--- config.mk ---
export PLATFORM = sky130hd
export DESIGN_NAME = argmax_classifier
export DESIGN_NICKNAME = d
export VERILOG_FILES = /design/src/rtl/cnn_pkg.sv /design/src/rtl/argmax_cmp.sv /design/src/rtl/argmax_classifier.sv
export SDC_FILE = /design/constraint.sdc
export NUM_CORES = 1
export LEC_CHECK = 0
export ABC_AREA = 1
export ABC_CLOCK_PERIOD_IN_PS = 1900
export BUFFER_PORTS_ARGS = -buffer_cell sky130_fd_sc_hd__buf_2
export CAP_MARGIN = 20
export CORE_MARGIN = 1.5
export CORE_UTILIZATION = 52
export DETAILED_ROUTE_END_ITERATION = 10
export GPL_TIMING_DRIVEN = 1
export PLACE_DENSITY = 0.86
export SLEW_MARGIN = 30
export SYNTH_ARGS = -nofsm -noshare
export SYNTH_HDL_FRONTEND = slang
export SYNTH_SLANG_ARGS = --single-unit
--- constraint.sdc ---
create_clock -name clk -period 1.9 [get_ports clk]
set_input_delay 0.19 -clock clk [delete_from_list [all_inputs] [get_ports clk]]
set_output_delay 0.19 -clock clk [all_outputs]
set_load 0.03 [all_outputs]
--- src/rtl/cnn_pkg.sv ---
// Shared CNN accelerator definitions: classifier FSM states and default frame geometry.
package cnn_pkg;

  localparam int DEFAULT_DATA_WIDTH  = 16;
  localparam int DEFAULT_NUM_OUTPUTS = 10;

  localparam logic [0:0] ST_ACCUM = 1'b0;
  localparam logic [0:0] ST_DONE  = 1'b1;

  typedef enum logic [0:0] {
    ACCUM = ST_ACCUM,
    DONE  = ST_DONE
  } state_e;

endpackage

--- src/rtl/argmax_cmp.sv ---
// Combinational compare/update cell: folds one incoming score into the running best (and runner-up
// when ARGMAX_TOP2_EN is defined). Beat index 0 restarts the tracking for a new frame.
module argmax_cmp #(
  parameter int DATA_WIDTH = 16,
  parameter int IDX_WIDTH  = 4
) (
  input  logic [DATA_WIDTH-1:0] in_data,
  input  logic [IDX_WIDTH-1:0]  in_idx,
  input  logic [DATA_WIDTH-1:0] best_score,
  input  logic [IDX_WIDTH-1:0]  best_idx,
  output logic [DATA_WIDTH-1:0] next_score,
  output logic [IDX_WIDTH-1:0]  next_idx
`ifdef ARGMAX_TOP2_EN
  ,
  input  logic [DATA_WIDTH-1:0] best_score2,
  input  logic [IDX_WIDTH-1:0]  best_idx2,
  output logic [DATA_WIDTH-1:0] next_score2,
  output logic [IDX_WIDTH-1:0]  next_idx2
`endif
);

  logic first;
  assign first = (in_idx == '0);

  // Strict greater-than so that ties keep the lower class index.
  always_comb begin
    next_score = best_score;
    next_idx   = best_idx;
    if (first || (in_data > best_score)) begin
      next_score = in_data;
      next_idx   = in_idx;
    end
  end

`ifdef ARGMAX_TOP2_EN
  // A new top demotes the old top; beat 1 always seeds the runner-up, ties with the top land here.
  always_comb begin
    next_score2 = best_score2;
    next_idx2   = best_idx2;
    if (first) begin
      next_score2 = '0;
      next_idx2   = '0;
    end else if (in_data > best_score) begin
      next_score2 = best_score;
      next_idx2   = best_idx;
    end else if ((in_idx == IDX_WIDTH'(1)) || (in_data > best_score2)) begin
      next_score2 = in_data;
      next_idx2   = in_idx;
    end
  end
`endif

endmodule

--- src/rtl/argmax_classifier.sv ---
// Streaming top-1 classifier: tracks the running maximum of one score frame and holds the result
// on a valid/ready output. Optional runner-up/margin outputs are enabled by ARGMAX_TOP2_EN.
module argmax_classifier
  import cnn_pkg::*;
#(
  parameter int DATA_WIDTH  = DEFAULT_DATA_WIDTH,
  parameter int NUM_OUTPUTS = DEFAULT_NUM_OUTPUTS,
  parameter int IDX_WIDTH   = $clog2(NUM_OUTPUTS)
) (
  input  logic                  clk,
  input  logic                  rst_n,
  input  logic                  in_valid,
  output logic                  in_ready,
  input  logic [DATA_WIDTH-1:0] in_data,
  input  logic                  in_last,
  output logic                  out_valid,
  input  logic                  out_ready,
  output logic [IDX_WIDTH-1:0]  out_class,
  output logic [DATA_WIDTH-1:0] out_score,
  output logic                  out_err
`ifdef ARGMAX_TOP2_EN
  ,
  output logic [IDX_WIDTH-1:0]  out_class2,
  output logic [DATA_WIDTH-1:0] out_score2,
  output logic [DATA_WIDTH-1:0] out_margin
`endif
);

  localparam logic [IDX_WIDTH-1:0] LAST_IDX = IDX_WIDTH'(NUM_OUTPUTS - 1);

  state_e                state;
  logic                  live;
  logic [IDX_WIDTH-1:0]  cnt;
  logic [DATA_WIDTH-1:0] best_score, next_score;
  logic [IDX_WIDTH-1:0]  best_idx, next_idx;
  logic                  err;
  logic                  accept, at_last, frame_end;

  // live keeps in_ready low while reset is held, without a path from any input.
  assign in_ready  = live && (state == ACCUM);
  assign out_valid = (state == DONE);
  assign out_class = best_idx;
  assign out_score = best_score;
  assign out_err   = err;

  assign accept    = in_valid && in_ready;
  assign at_last   = (cnt == LAST_IDX);
  assign frame_end = in_last || at_last;

`ifdef ARGMAX_TOP2_EN
  logic [DATA_WIDTH-1:0] best_score2, next_score2;
  logic [IDX_WIDTH-1:0]  best_idx2, next_idx2;

  assign out_class2 = best_idx2;
  assign out_score2 = best_score2;
  assign out_margin = best_score - best_score2;
`endif

  argmax_cmp #(
    .DATA_WIDTH (DATA_WIDTH),
    .IDX_WIDTH  (IDX_WIDTH)
  ) u_cmp (
    .in_data     (in_data),
    .in_idx      (cnt),
    .best_score  (best_score),
    .best_idx    (best_idx),
    .next_score  (next_score),
    .next_idx    (next_idx)
`ifdef ARGMAX_TOP2_EN
    ,
    .best_score2 (best_score2),
    .best_idx2   (best_idx2),
    .next_score2 (next_score2),
    .next_idx2   (next_idx2)
`endif
  );

  // The frame closes on whichever comes first: in_last or the final expected beat.
  always_ff @(posedge clk or negedge rst_n) begin
    if (!rst_n) begin
      state      <= ACCUM;
      live       <= 1'b0;
      cnt        <= '0;
      best_score <= '0;
      best_idx   <= '0;
      err        <= 1'b0;
    end else begin
      live <= 1'b1;
      if (state == ACCUM) begin
        if (accept) begin
          best_score <= next_score;
          best_idx   <= next_idx;
          cnt        <= cnt + IDX_WIDTH'(1);
          if (frame_end) begin
            state <= DONE;
            err   <= (in_last != at_last);
          end
        end
      end else if (out_ready) begin
        state <= ACCUM;
        cnt   <= '0;
        err   <= 1'b0;
      end
    end
  end

`ifdef ARGMAX_TOP2_EN
  always_ff @(posedge clk or negedge rst_n) begin
    if (!rst_n) begin
      best_score2 <= '0;
      best_idx2   <= '0;
    end else if (accept) begin
      best_score2 <= next_score2;
      best_idx2   <= next_idx2;
    end
  end
`endif

endmodule

## Word level (Yosys, flattened, before mapping)

Cells that the tools add are included.

- Bits in latches: 0
- Bits in read-only memories: 0
- Register bits: 27
- Output and inout port bits: 23
- Memories kept: 0
- Bits of input ports: 21
- Word-level logic and storage cells: 33
- Memory bits (writable): 0

- $lt $le $gt $ge: 1
- Equality and inequality tests: 3
- Mux-type cells: 11
- $add $sub $neg: 1
- Reduce and logical (&&, ||, !) cells: 10
- Divide/modulo/power cells: 0
- $mul: 0
- Shift operators: 0
- Bitwise logic cells: 1

Operator list:

| cell | count |
|---|---|
| 16-bit greater-than comparator | 1 |
| 4-bit 2-to-1 mux | 3 |
| 1-bit 2-to-1 mux | 8 |
| 3-bit AND reduction | 2 |
| 4-bit by 1-bit adder with 4-bit output, second input constant | 1 |
| 4-bit equality test, second input constant | 1 |
| 4-bit logical NOT | 1 |
| 2-bit nonzero test | 2 |
| 1-bit logical AND | 2 |
| 1-bit logical OR | 2 |
| 2-bit inequality test, second input constant | 1 |
| 2-bit AND reduction | 1 |
| 1-bit inequality test | 1 |
| 1-bit inverter | 1 |

## Longest topological paths before layout

Gate-level depths: netlist of the first run.

- Depth in word-level cells: 5
- Mapped depth: 17
- Mapped depth without buffers: 16

## Cells and area by module

A second synthesis of the first run with hierarchy kept.

- Cell total of the unflattened synthesis: 263
- Area total of the unflattened synthesis: 1856.8 um^2

Modules (own cells, without submodules):

| module | cells an instance | times used | area each (um^2) | seq. area each (um^2) |
|---|---|---|---|---|
| argmax_classifier | 124 | 1 | 1121.1 | 675.6 |
| argmax_cmp | 139 | 1 | 735.7 | 0.0 |

## Worst setup path after synthesis of the first run

OpenSTA, ideal clock, no wires.

- Path type: register to register
- From: register state (netlist: out_valid)
- To: register err (netlist: out_err)
- Cell stages (with the launch flop): 6
- Required time: 1.773 ns
- Clock period less this slack: 1.788 ns
- Setup slack: 0.112 ns
- Setup time: 0.127 ns
- Arrival time: 1.661 ns
- Cell sequence: dfrtp_1 > nor2_1 > nand2_1 > or2_2 > nand3_1 > o21ai_0

- Cells in the longest elaborated chain, start to end: 5
- Elaborated cells between the ends (all ways): 8
- Classes of those cells: eq/ne (1); mux (1); bitwise (1); reduce/logical (5)

RTL lines:

| what | RTL line | source |
|---|---|---|
| start, declared | argmax_classifier.sv:31 | `state_e state;` |
| start signal, assigned | argmax_classifier.sv:81 | `state <= ACCUM;` |
| start signal, assigned | argmax_classifier.sv:95 | `state <= DONE;` |
| start signal, assigned | argmax_classifier.sv:100 | `state <= ACCUM;` |
| 1-bit inverter (no line) | -- |  |
| 1-bit logical AND | argmax_classifier.sv:40 | `assign in_ready = live && (state == ACCUM);` |
| named net in_ready | argmax_classifier.sv:13 | `output logic in_ready,` |
| 1-bit logical AND | argmax_classifier.sv:46 | `assign accept = in_valid && in_ready;` |
| 2-bit nonzero test (no line) | -- |  |
| 3-bit AND reduction (no line) | -- |  |
| end signal, assigned | argmax_classifier.sv:96 | `err <= (in_last != at_last);` |
| end, declared | argmax_classifier.sv:36 | `logic err;` |

The timed path passes the listed nets, and every way through them passes these cells.
A chain may end at the register's enable or synchronous reset.

## Final worst setup path of the first run

- From: register best_score[15] (netlist: out_score[15])
- To: register best_score[6] (netlist: out_score[6])

- Cells in the longest elaborated chain, start to end: 3

RTL lines:

| what | RTL line | source |
|---|---|---|
| start, declared | argmax_classifier.sv:34 | `logic [DATA_WIDTH-1:0] best_score, next_score;` |
| start signal, assigned | argmax_classifier.sv:91 | `best_score <= next_score;` |
| 16-bit greater-than comparator | argmax_cmp.sv:29 | `if (first \|\| (in_data > best_score)) begin` |
| 1-bit logical OR | argmax_cmp.sv:29 |  |
| 3-bit AND reduction (no line) | -- |  |

No other way between the ends.

==> impl_metrics.py, run 1 <==
metrics = {
    "worst_setup_path": {
        "critPathCaptureType": "flip-flop",
        "critPathSlowestCell": "dfrtp_1",
        "crit_start": "out_score[15]",
        "critPathMaxStageDelay_ns": 0.40,
        "arrival_ns": 1.97,
        "cp_max_fo": 12,
        "worstSetupPathType": "reg -> reg",
        "path_buf_inv": 2,
        "rr_startpoint": "out_score[15]",
        "crit_path_frequent_cell": "nand2_1",
        "crit_required_ns": 2.13,
        "crit_chain": "inv_1 > ha_1 > nand2_1 > nor3_2 > nand3_1 > nand2_1 > nand2_4 > buf_8 > nand3_1 > nand2_1",
        "cp-start-kind": "flip-flop",
        "cpLargestDelayFamily": "simple AND/OR/NAND/NOR gates",
    },
    "timing": {
        "period_share": 0.916,
        "tightest_slew_ns": 0.612,
        "relSlewSlack": 0.592,
        "clock_skew_ns": 0.00775,
        "holdWs_ns": 0.0336,
        "max_freq_mhz": 575,
        "worst_slack_ns": 0.160,
        "slew_violations": 0,
        "period_minus_slack_ns": 1.74,
        "setup_violations": 0,
        "hold_violations": 0,
    },
    "cts": {
        "clk_latency_ns": 0.32,
        "numCtsBuffers": 3,
        "cts-htree-levels": 1,
        "clk_pin_slew_worst_paths_ns": 0.15,
        "cts_setup_buffers": 0,
        "clock-sinks": 27,
        "cts_max_path_buffers": 2,
        "clockRootBuffer": "clkbuf_4",
        "cts_tree": "built",
    },
    "synthesis": {
        "yosysWarnings": 0,
        "syn_inst": 203,
        "synth_top_area_cell": "dfrtp_1",
        "yosysSeqAreaShare": 0.420,
        "syn_avg_cell_area_um2": 7.93,
        "netlist_top_cells_area": "dfrtp_1 (42%), ha_1 (16%), nand2_1 (15%)",
        "syn-num-nets": 244,
        "syn_area_mm2": 0.00161,
        "yosysUniqueCellTypes": 19,
        "netlist.area_leader.share": 0.420,
        "yosys_register_bits": 27,
    },
    "cells_and_area": {
        "mostFrequentLayoutCells": "nand2_1 (66), buf_2 (43), inv_1 (28)",
        "area_growth_pct": 19.6,
        "final_util": 0.641,
        "n_antenna_cell": 0,
        "fillers": 276,
        "mostFrequentLayoutCell": "nand2_1",
        "drive_gt1_frac": 0.230,
        "final_net_count": 290,
        "stdcell_count": 281,
    },
    "run": {
        "cap_violations": 0,
    },
    "detailed_routing": {
        "vias": 1424,
        "drt_iter0_drc": 35,
        "routed_wl_mm": 3.08,
        "drc": 0,
        "via_per_inst": 5.07,
        "firstDrtPassIters": 4,
        "ant_nets": 0,
        "post_drt_wl_per_cell_um": 11.0,
    },
    "global_routing": {
        "antenna_found_initial": 0,
        "gr-usage-all-layers": 0.194,
        "grt_pass1_vias": 1316,
        "grt_pass1_wl_mm": 5.34,
        "grt_overflow": 0,
        "grt_max_degree": 28,
    },
    "placed_design": {
        "gp_congestion": 0.787,
        "dp.cells": 276,
        "port_buffers": 43,
        "hpwl_mm": 2.36,
        "place_ws_ns": 0.0567,
    },
    "die": {
        "die_h_um": 58.6,
        "ioPinCount": 44,
        "die_area_mm2": 0.00344,
        "initial_core_util": 0.536,
        "rows": 20,
        "core_mm2": 0.00300,
        "dieWidth_um": 58.6,
    },
    "power_and_ir_drop": {
        "power.leakage_nw": 1.13,
        "power.density_mw_per_mm2": 1590,
        "ir_worst_vdd_mv": 0.537,
        "totalPowerFinal_mw": 3.06,
    },
    "outcome": {
        "outcome": "finished clean",
    },
    "hold_path": {
        "hold_path.startpoint": "out_ready",
        "hold_class": "in -> reg",
    },
}
where the power goes:
part           switching (mW)  leakage (nW)  total [mW]  internal [mW]
Clock                   0.171        0.0177       0.250         0.0789
Combinational            1.18         0.770        1.79          0.613
Sequential              0.193         0.341        1.02          0.824
Total                    1.54          1.13        3.06           1.52
through the flow:
step	TNS, ns	area [um2]
after global routing	-0.00499	1920
after detailed placement	0	1840
after global placement	0	1840
after floorplan	0	1610
final	0	1920
after CTS	0	1880
per-layer routing:
metal | part of all wire | vias up | global-route usage | routed length, um
met1 | 0.48 | 669 | 0.267 | 1480
met5 | 0 | - | 0 | 0
li1 | - | 734 | - | -
met2 | 0.49 | 19 | 0.339 | 1500
met3 | 0.025 | 2 | 0.0198 | 77
met4 | 0.0055 | 0 | 0.0325 | 17
area by class of cell:
type	count	area [um2]	area share
well taps	33	41.3	0.0215
multi-input cells	141	812	0.422
clock inverters	1	5.00	0.00260
repair buffers	47	259	0.135
clock buffers	3	22.5	0.0117
flip-flops and latches	27	676	0.351
inverters	29	109	0.0566
cell usage after synthesis:
cell type	count
nand2_1	66
inv_1	28
dfrtp_1	27
nand3_1	27
ha_1	20
a21oi_1	7
nor2_1	7
o21ai_0	6
buf_2	2
buf_4	2
buf_6	2
nand2_2	2
a21o_1	1
and3_1	1
conb_1	1
inv_2	1
nand4_1	1
nor3_2	1
or2_2	1
registers in the layout (all words and copies together) (netlist names):
register and cells:
live 1, out_score 16, out_err 1, out_valid 1, out_class 4, cnt 4
logic make-up (layout without fill, tap and decap cells):
logic type / Yosys count / in the layout / share of synthesized area
AO/OA/AOI/OAI: 14 / 14 / 0.0451
adder cells (fa/ha/maj): 20 / 20 / 0.156
buffers and inverters: 35 / 80 / 0.0972
flip-flops: 27 / 27 / 0.420
other: 1 / 1 / 0.00233
AND/OR/NAND/NOR: 106 / 106 / 0.280
final timing paths:
check | to | slack (ns) | cells after the start
min reg2reg | out_class[0] | 0.49 | 2
max in group asynchronous | out_score[15] | 1.11 | 2
min in group asynchronous | cnt[1] | 0.39 | 2
max | out_score[6] | 0.16 | 10
max reg2reg | out_score[6] | 0.16 | 10
min | out_valid | 0.03 | 2
timing repair:
action | 4_1_cts | 5_1_grt
setup endpoints to repair | 0 | 20
gates resized for setup | 0 | 8
endpoints found under the hold margin | 27 | 0
hold buffers | 1 | 0
(Power assumes the default switching activity.)
==> run 2, diff against run 1 <==
--- a/config.mk
+++ b/config.mk
@@ -6,14 +6,14 @@
 export NUM_CORES = 1
 export LEC_CHECK = 0
 export ABC_AREA = 1
-export ABC_CLOCK_PERIOD_IN_PS = 1900
+export ABC_CLOCK_PERIOD_IN_PS = 2160
 export BUFFER_PORTS_ARGS = -buffer_cell sky130_fd_sc_hd__buf_2
 export CAP_MARGIN = 20
 export CORE_MARGIN = 1.5
-export CORE_UTILIZATION = 52
+export CORE_UTILIZATION = 56
 export DETAILED_ROUTE_END_ITERATION = 10
 export GPL_TIMING_DRIVEN = 1
-export PLACE_DENSITY = 0.86
+export PLACE_DENSITY = 0.92
 export SLEW_MARGIN = 30
 export SYNTH_ARGS = -nofsm -noshare
 export SYNTH_HDL_FRONTEND = slang
==> constraint.sdc (replaced) <==
create_clock -name clk -period 2.16 [get_ports clk]
set_input_delay 0.216 -clock clk [delete_from_list [all_inputs] [get_ports clk]]
set_output_delay 0.216 -clock clk [all_outputs]
set_load 0.03 [all_outputs]
==> run 2 against run 1 <==
  * Combinational power decreased by 17%
  * Global-route usage is 3.3 points higher
  * Sequential power down 12%
  * Register-to-register slack better by 0.08 ns
  * Setup slack better by 0.084 ns
  * Count of clock-buffer cells in the layout grew 1
  * Design area is 2.7% lower
  * Routed wire length increased by 4.1%
  * Total power is 15% lower
  * Clock skew is 0.0032 ns lower
  * Critical endpoint is now out_score[11]
==> impl_metrics.py, run 2 (synthesized netlist as in run 1, its figures left out) <==
metrics = {
    "cells_and_area": {
        "mostFrequentLayoutCell": "nand2_1",
        "n_antenna_cell": 0,
        "final_net_count": 289,
        "stdcell_count": 278,
        "area_growth_pct": 16.3,
        "mostFrequentLayoutCells": "nand2_1 (66), buf_2 (43), inv_1 (28)",
        "drive_gt1_frac": 0.215,
        "largest_reg_flops": 16,
    },
    "die": {
        "dieWidth_um": 56.6,
        "die_h_um": 56.6,
        "rows": 19,
        "die_area_mm2": 0.00320,
        "core_mm2": 0.00273,
        "initial_core_util": 0.589,
        "ioPinCount": 44,
    },
    "power_and_ir_drop": {
        "pwr-share-clk": 0.080,
        "p_comb_frac": 0.574,
        "ir_worst_vdd_mv": 1.05,
        "p_switching_mw": 1.33,
        "power.leakage_nw": 1.12,
        "power.density_mw_per_mm2": 1390,
        "swShare": 0.511,
        "pwr-share-seq": 0.346,
        "p_int_mw": 1.27,
    },
    "timing": {
        "slew_violations": 0,
        "period_share": 0.887,
        "holdWs_ns": 0.0770,
        "relSlewSlack": 0.605,
        "tightest_slew_ns": 0.592,
        "hold_violations": 0,
        "period_minus_slack_ns": 1.92,
        "setup_violations": 0,
        "clock_skew_ns": 0.00459,
        "max_freq_mhz": 522,
    },
    "global_routing": {
        "grt_pass1_wl_mm": 5.87,
        "antenna_found_initial": 0,
        "grt_max_degree": 28,
        "gr-usage-all-layers": 0.228,
        "grt_pass1_vias": 1403,
        "grt_overflow": 0,
    },
    "worst_setup_path": {
        "arrival_ns": 2.13,
        "crit_required_ns": 2.38,
        "worstSetupPathType": "reg -> reg",
        "cp-start-kind": "flip-flop",
        "critPathCaptureType": "flip-flop",
        "cp_max_fo": 20,
        "r2r_cells": 13,
    },
    "detailed_routing": {
        "post_drt_wl_per_cell_um": 11.5,
        "routed_wl_mm": 3.20,
        "drc": 0,
        "firstDrtPassIters": 4,
        "vias": 1395,
        "drt_iter0_drc": 41,
        "ant_nets": 0,
        "via_per_inst": 5.02,
    },
    "placed_design": {
        "dp.cells": 273,
        "port_buffers": 43,
        "hpwl_mm": 2.45,
        "gp_congestion": 0.810,
    },
    "cts": {
        "clockRootBuffer": "clkbuf_4",
        "numCtsBuffers": 3,
        "cts-htree-levels": 1,
        "clk_latency_ns": 0.31,
        "clk_pin_slew_worst_paths_ns": 0.13,
        "clock-sinks": 27,
        "cts_tree": "built",
        "cts_setup_buffers": 0,
        "cts_max_path_buffers": 2,
    },
    "outcome": {
        "outcome": "finished clean",
    },
    "hold_path": {
        "hold_depth": 2,
        "hold_class": "in -> reg",
    },
    "run": {
        "cap_violations": 0,
    },
}
[run 2: layout make-up]
| type | count | area (um2) |
|---|---|---|
| Sequential cell | 27 | 676 |
| Multi-Input combinational cell | 141 | 782 |
| Clock buffer | 4 | 26.3 |
| Inverter | 29 | 109 |
| Fill cell | 231 | 862 |
| Timing Repair Buffer | 46 | 240 |
| Tap cell | 31 | 38.8 |
[run 2: layer usage]
layer | track usage | wire length, um | share of wire
met1 | 0.303 | 1490 | 0.47
met5 | 0 | 0 | 0
met3 | 0.0230 | 131 | 0.041
met2 | 0.389 | 1520 | 0.47
met4 | 0.0714 | 63 | 0.020
[run 2: timing repair]
| item | CTS | global route |
|---|---|---|
| resized for setup | 0 | 1 |
| hold buffers | 1 | 0 |
| endpoints found under the hold margin | 27 | 0 |
| setup endpoints to repair | 0 | 20 |
[run 2: power by group through the flow]
stage	sequential, mW	combinational (mW)	clock, mW
finish	0.897	1.49	0.208
detailed placement	0.910	1.48	0
floorplan	1.27	0.723	0
global placement	0.900	1.44	0
global route	0.930	1.67	0.234
CTS	0.898	1.49	0.219
[run 2: metrics by stage]
| stage | setup slack (ns) | cell area [um2] | total power [mW] | setup TNS (ns) | util |
|---|---|---|---|---|---|
| floorplan | 0.372 | 1610 | 1.99 | 0 | - |
| detailed placement | 0.144 | 1830 | 2.39 | 0 | 0.670 |
| finish | 0.244 | 1870 | 2.60 | 0 | 0.685 |
| global placement | 0.235 | 1830 | 2.34 | 0 | 0.670 |
| global route | -0.0146 | 1870 | 2.84 | -0.0282 | 0.685 |
| CTS | 0.117 | 1870 | 2.60 | 0 | 0.683 |
[run 2: critical path, cell delays in order (launching register included)]
cell and delay [ns]:
dfrtp_1 0.40, inv_1 0.06, ha_1 0.28, nand2_1 0.06, nor2_1 0.18, nand2_1 0.07
nand2_1 0.07, nand2_1 0.05, nand2_1 0.05, nand2_1 0.06, nand2_2 0.18, nand2_4 0.19
nand2_1 0.12, nand2_1 0.06
[run 2: worst paths after layout]
path / slack (ns) / end / start
max: 0.24 / out_score[11] / out_score[7]
min: 0.08 / out_valid / out_ready
max reg2reg: 0.24 / out_score[11] / out_score[7]
min reg2reg: 0.50 / out_class[2] / out_class[2]
max in group asynchronous: 1.35 / out_score[9] / rst_n
min in group asynchronous: 0.42 / out_score[4] / rst_n
==> run 3, diff against run 2 <==
--- a/config.mk
+++ b/config.mk
@@ -8,11 +8,12 @@
 export ABC_AREA = 1
 export ABC_CLOCK_PERIOD_IN_PS = 2160
 export BUFFER_PORTS_ARGS = -buffer_cell sky130_fd_sc_hd__buf_2
-export CAP_MARGIN = 20
+export CAP_MARGIN = 25
 export CORE_MARGIN = 1.5
 export CORE_UTILIZATION = 56
 export DETAILED_ROUTE_END_ITERATION = 10
 export GPL_TIMING_DRIVEN = 1
+export HOLD_SLACK_MARGIN = 0.12
 export PLACE_DENSITY = 0.92
 export SLEW_MARGIN = 30
 export SYNTH_ARGS = -nofsm -noshare
==> constraint.sdc (replaced) <==
create_clock -name clk -period 2.16 [get_ports clk]
set_input_delay 0.216 -clock clk [delete_from_list [all_inputs] [get_ports clk]]
set_output_delay 0.216 -clock clk [all_outputs]
set_load 0.01 [all_outputs]
==> run 3 against run 2 <==
  * Via count grew 0.29%
  * Combinational power shrank 20%
  * Critical path depth is the same
  * Fmax is the same
  * Clock power is essentially flat
  * Die area is the same
  * Sequential power is essentially flat
  * Clock skew is the same
  * Cell count grew 0.36%
  * Total power shrank 12%
  * Design area grew 0.53%
  * Critical path type unchanged
==> impl_metrics.py, run 3 (synthesized netlist as in run 1, its figures left out) <==
metrics = {
    "outcome": {
        "outcome": "finished clean",
    },
    "placed_design": {
        "port_buffers": 43,
        "place_ws_ns": 0.144,
        "placed_cell_area_mm2": 0.00183,
        "hpwl_mm": 2.45,
        "gp_congestion": 0.810,
    },
    "cts": {
        "clockRootBuffer": "clkbuf_4",
        "cts_tree": "built",
        "clk_latency_ns": 0.31,
        "clk_pin_slew_worst_paths_ns": 0.14,
        "clock-sinks": 27,
        "numCtsBuffers": 3,
        "cts_max_path_buffers": 2,
        "cts-htree-levels": 1,
    },
    "worst_setup_path": {
        "crit_path_frequent_cell": "nand2_1",
        "critPathSlowestCell": "dfrtp_1",
        "critPathCaptureType": "flip-flop",
        "cp_max_fo": 20,
        "cp-start-kind": "flip-flop",
        "critPathMaxStageDelay_ns": 0.40,
        "worstSetupPathType": "reg -> reg",
        "crit_required_ns": 2.38,
        "arrival_ns": 2.13,
        "path_buf_inv": 1,
        "cpLargestDelayFamily": "simple AND/OR/NAND/NOR gates",
        "crit_chain": "inv_1 > ha_1 > nand2_1 > nor2_1 > nand2_1 > nand2_1 > nand2_1 > nand2_1 > nand2_1 > nand2_2 > nand2_4 > nand2_1 > nand2_1",
    },
    "detailed_routing": {
        "ant_nets": 0,
        "firstDrtPassIters": 4,
        "routed_wl_mm": 3.23,
        "via_per_inst": 5.01,
        "post_drt_wl_per_cell_um": 11.6,
        "drc": 0,
        "drt_iter0_drc": 42,
        "vias": 1399,
    },
    "cells_and_area": {
        "mostFrequentLayoutCell": "nand2_1",
        "n_antenna_cell": 0,
        "fillers": 230,
        "final_util": 0.688,
        "multiInputGateArea_um2": 782,
        "stdcell_area_mm2": 0.00188,
        "ff_latch_area_um2": 676,
        "mostFrequentLayoutCells": "nand2_1 (66), buf_2 (43), inv_1 (28)",
        "final_net_count": 290,
        "area_growth_pct": 17.0,
        "largest_reg_flops": 16,
        "drive_gt1_frac": 0.214,
    },
    "die": {
        "rows": 19,
        "die_area_mm2": 0.00320,
        "initial_core_util": 0.589,
        "die_h_um": 56.6,
        "ioPinCount": 44,
        "core_mm2": 0.00273,
        "dieWidth_um": 56.6,
    },
    "global_routing": {
        "grt_pass1_vias": 1415,
        "grt_max_degree": 28,
        "antenna_found_initial": 0,
        "grt_pass1_wl_mm": 5.91,
        "grt_overflow": 0,
        "gr-usage-all-layers": 0.230,
    },
    "run": {
        "cap_violations": 0,
    },
    "timing": {
        "hold_violations": 0,
        "period_minus_slack_ns": 1.92,
        "slew_violations": 0,
        "max_freq_mhz": 522,
        "relSlewSlack": 0.605,
        "worst_slack_ns": 0.244,
        "period_share": 0.887,
        "clock_skew_ns": 0.00459,
        "tightest_slew_ns": 0.592,
        "setup_violations": 0,
    },
    "power_and_ir_drop": {
        "power.density_mw_per_mm2": 1220,
        "ir_worst_vdd_mv": 0.882,
        "power.leakage_nw": 1.12,
    },
    "hold_path": {
        "hold_class": "in -> reg",
    },
}
[run 3: worst paths after layout]
path,startpoint,end,slack (ns),cells past startpoint
setup / recovery,out_score[7],out_score[11],0.24,13
hold / removal,in_data[2],out_score[2],0.14,3
setup reg to reg,out_score[7],out_score[11],0.24,13
hold reg to reg,out_class[2],out_class[2],0.50,2
max in group asynchronous,rst_n,out_score[9],1.35,2
min in group asynchronous,rst_n,out_score[4],0.42,2
[run 3: area by class of cell]
class                      instances  share of cell area
timing repair buffer              47               0.133
multi-input combinational        141               0.416
sequential                        27               0.359
clock buffer                       4              0.0140
inverter                          29              0.0578
tap                               31              0.0206
[run 3: timing repair]
action                                  CTS  global route
setup buffers                             0             0
hold buffers                              2             0
endpoints found under the hold margin    28             0
resized for setup                         0             1
endpoints found under the setup margin    0            20
[run 3: stage by stage]
stage | hold WS [ns] | total power [mW] | setup TNS (ns) | instances
3_3_place_gp | 0.254 | 2.03 | 0 | 273
2_1_floorplan | -0.0796 | 1.70 | 0 | 203
6_report | 0.137 | 2.29 | 0 | 279
3_5_place_dp | 0.249 | 2.08 | 0 | 273
4_1_cts | 0.127 | 2.30 | 0 | 279
5_1_grt | 0.139 | 2.53 | -0.0282 | 279
[run 3: per-layer routing]
metal | global-route usage | part of all wire
met1 | 0.303 | 0.46
met4 | 0.0714 | 0.019
met5 | 0 | 0
met2 | 0.395 | 0.48
met3 | 0.0230 | 0.040
[run 3: tightest hold or removal path, stage by stage]
cell and delay (ns):
buf_2 0.09, nand3_1 0.06, nand2_1 0.06
[run 3: power by group]
group / switching [mW] / internal (mW) / total (mW)
Combinational: 0.715 / 0.472 / 1.19
Clock: 0.136 / 0.0721 / 0.208
Sequential: 0.172 / 0.725 / 0.897
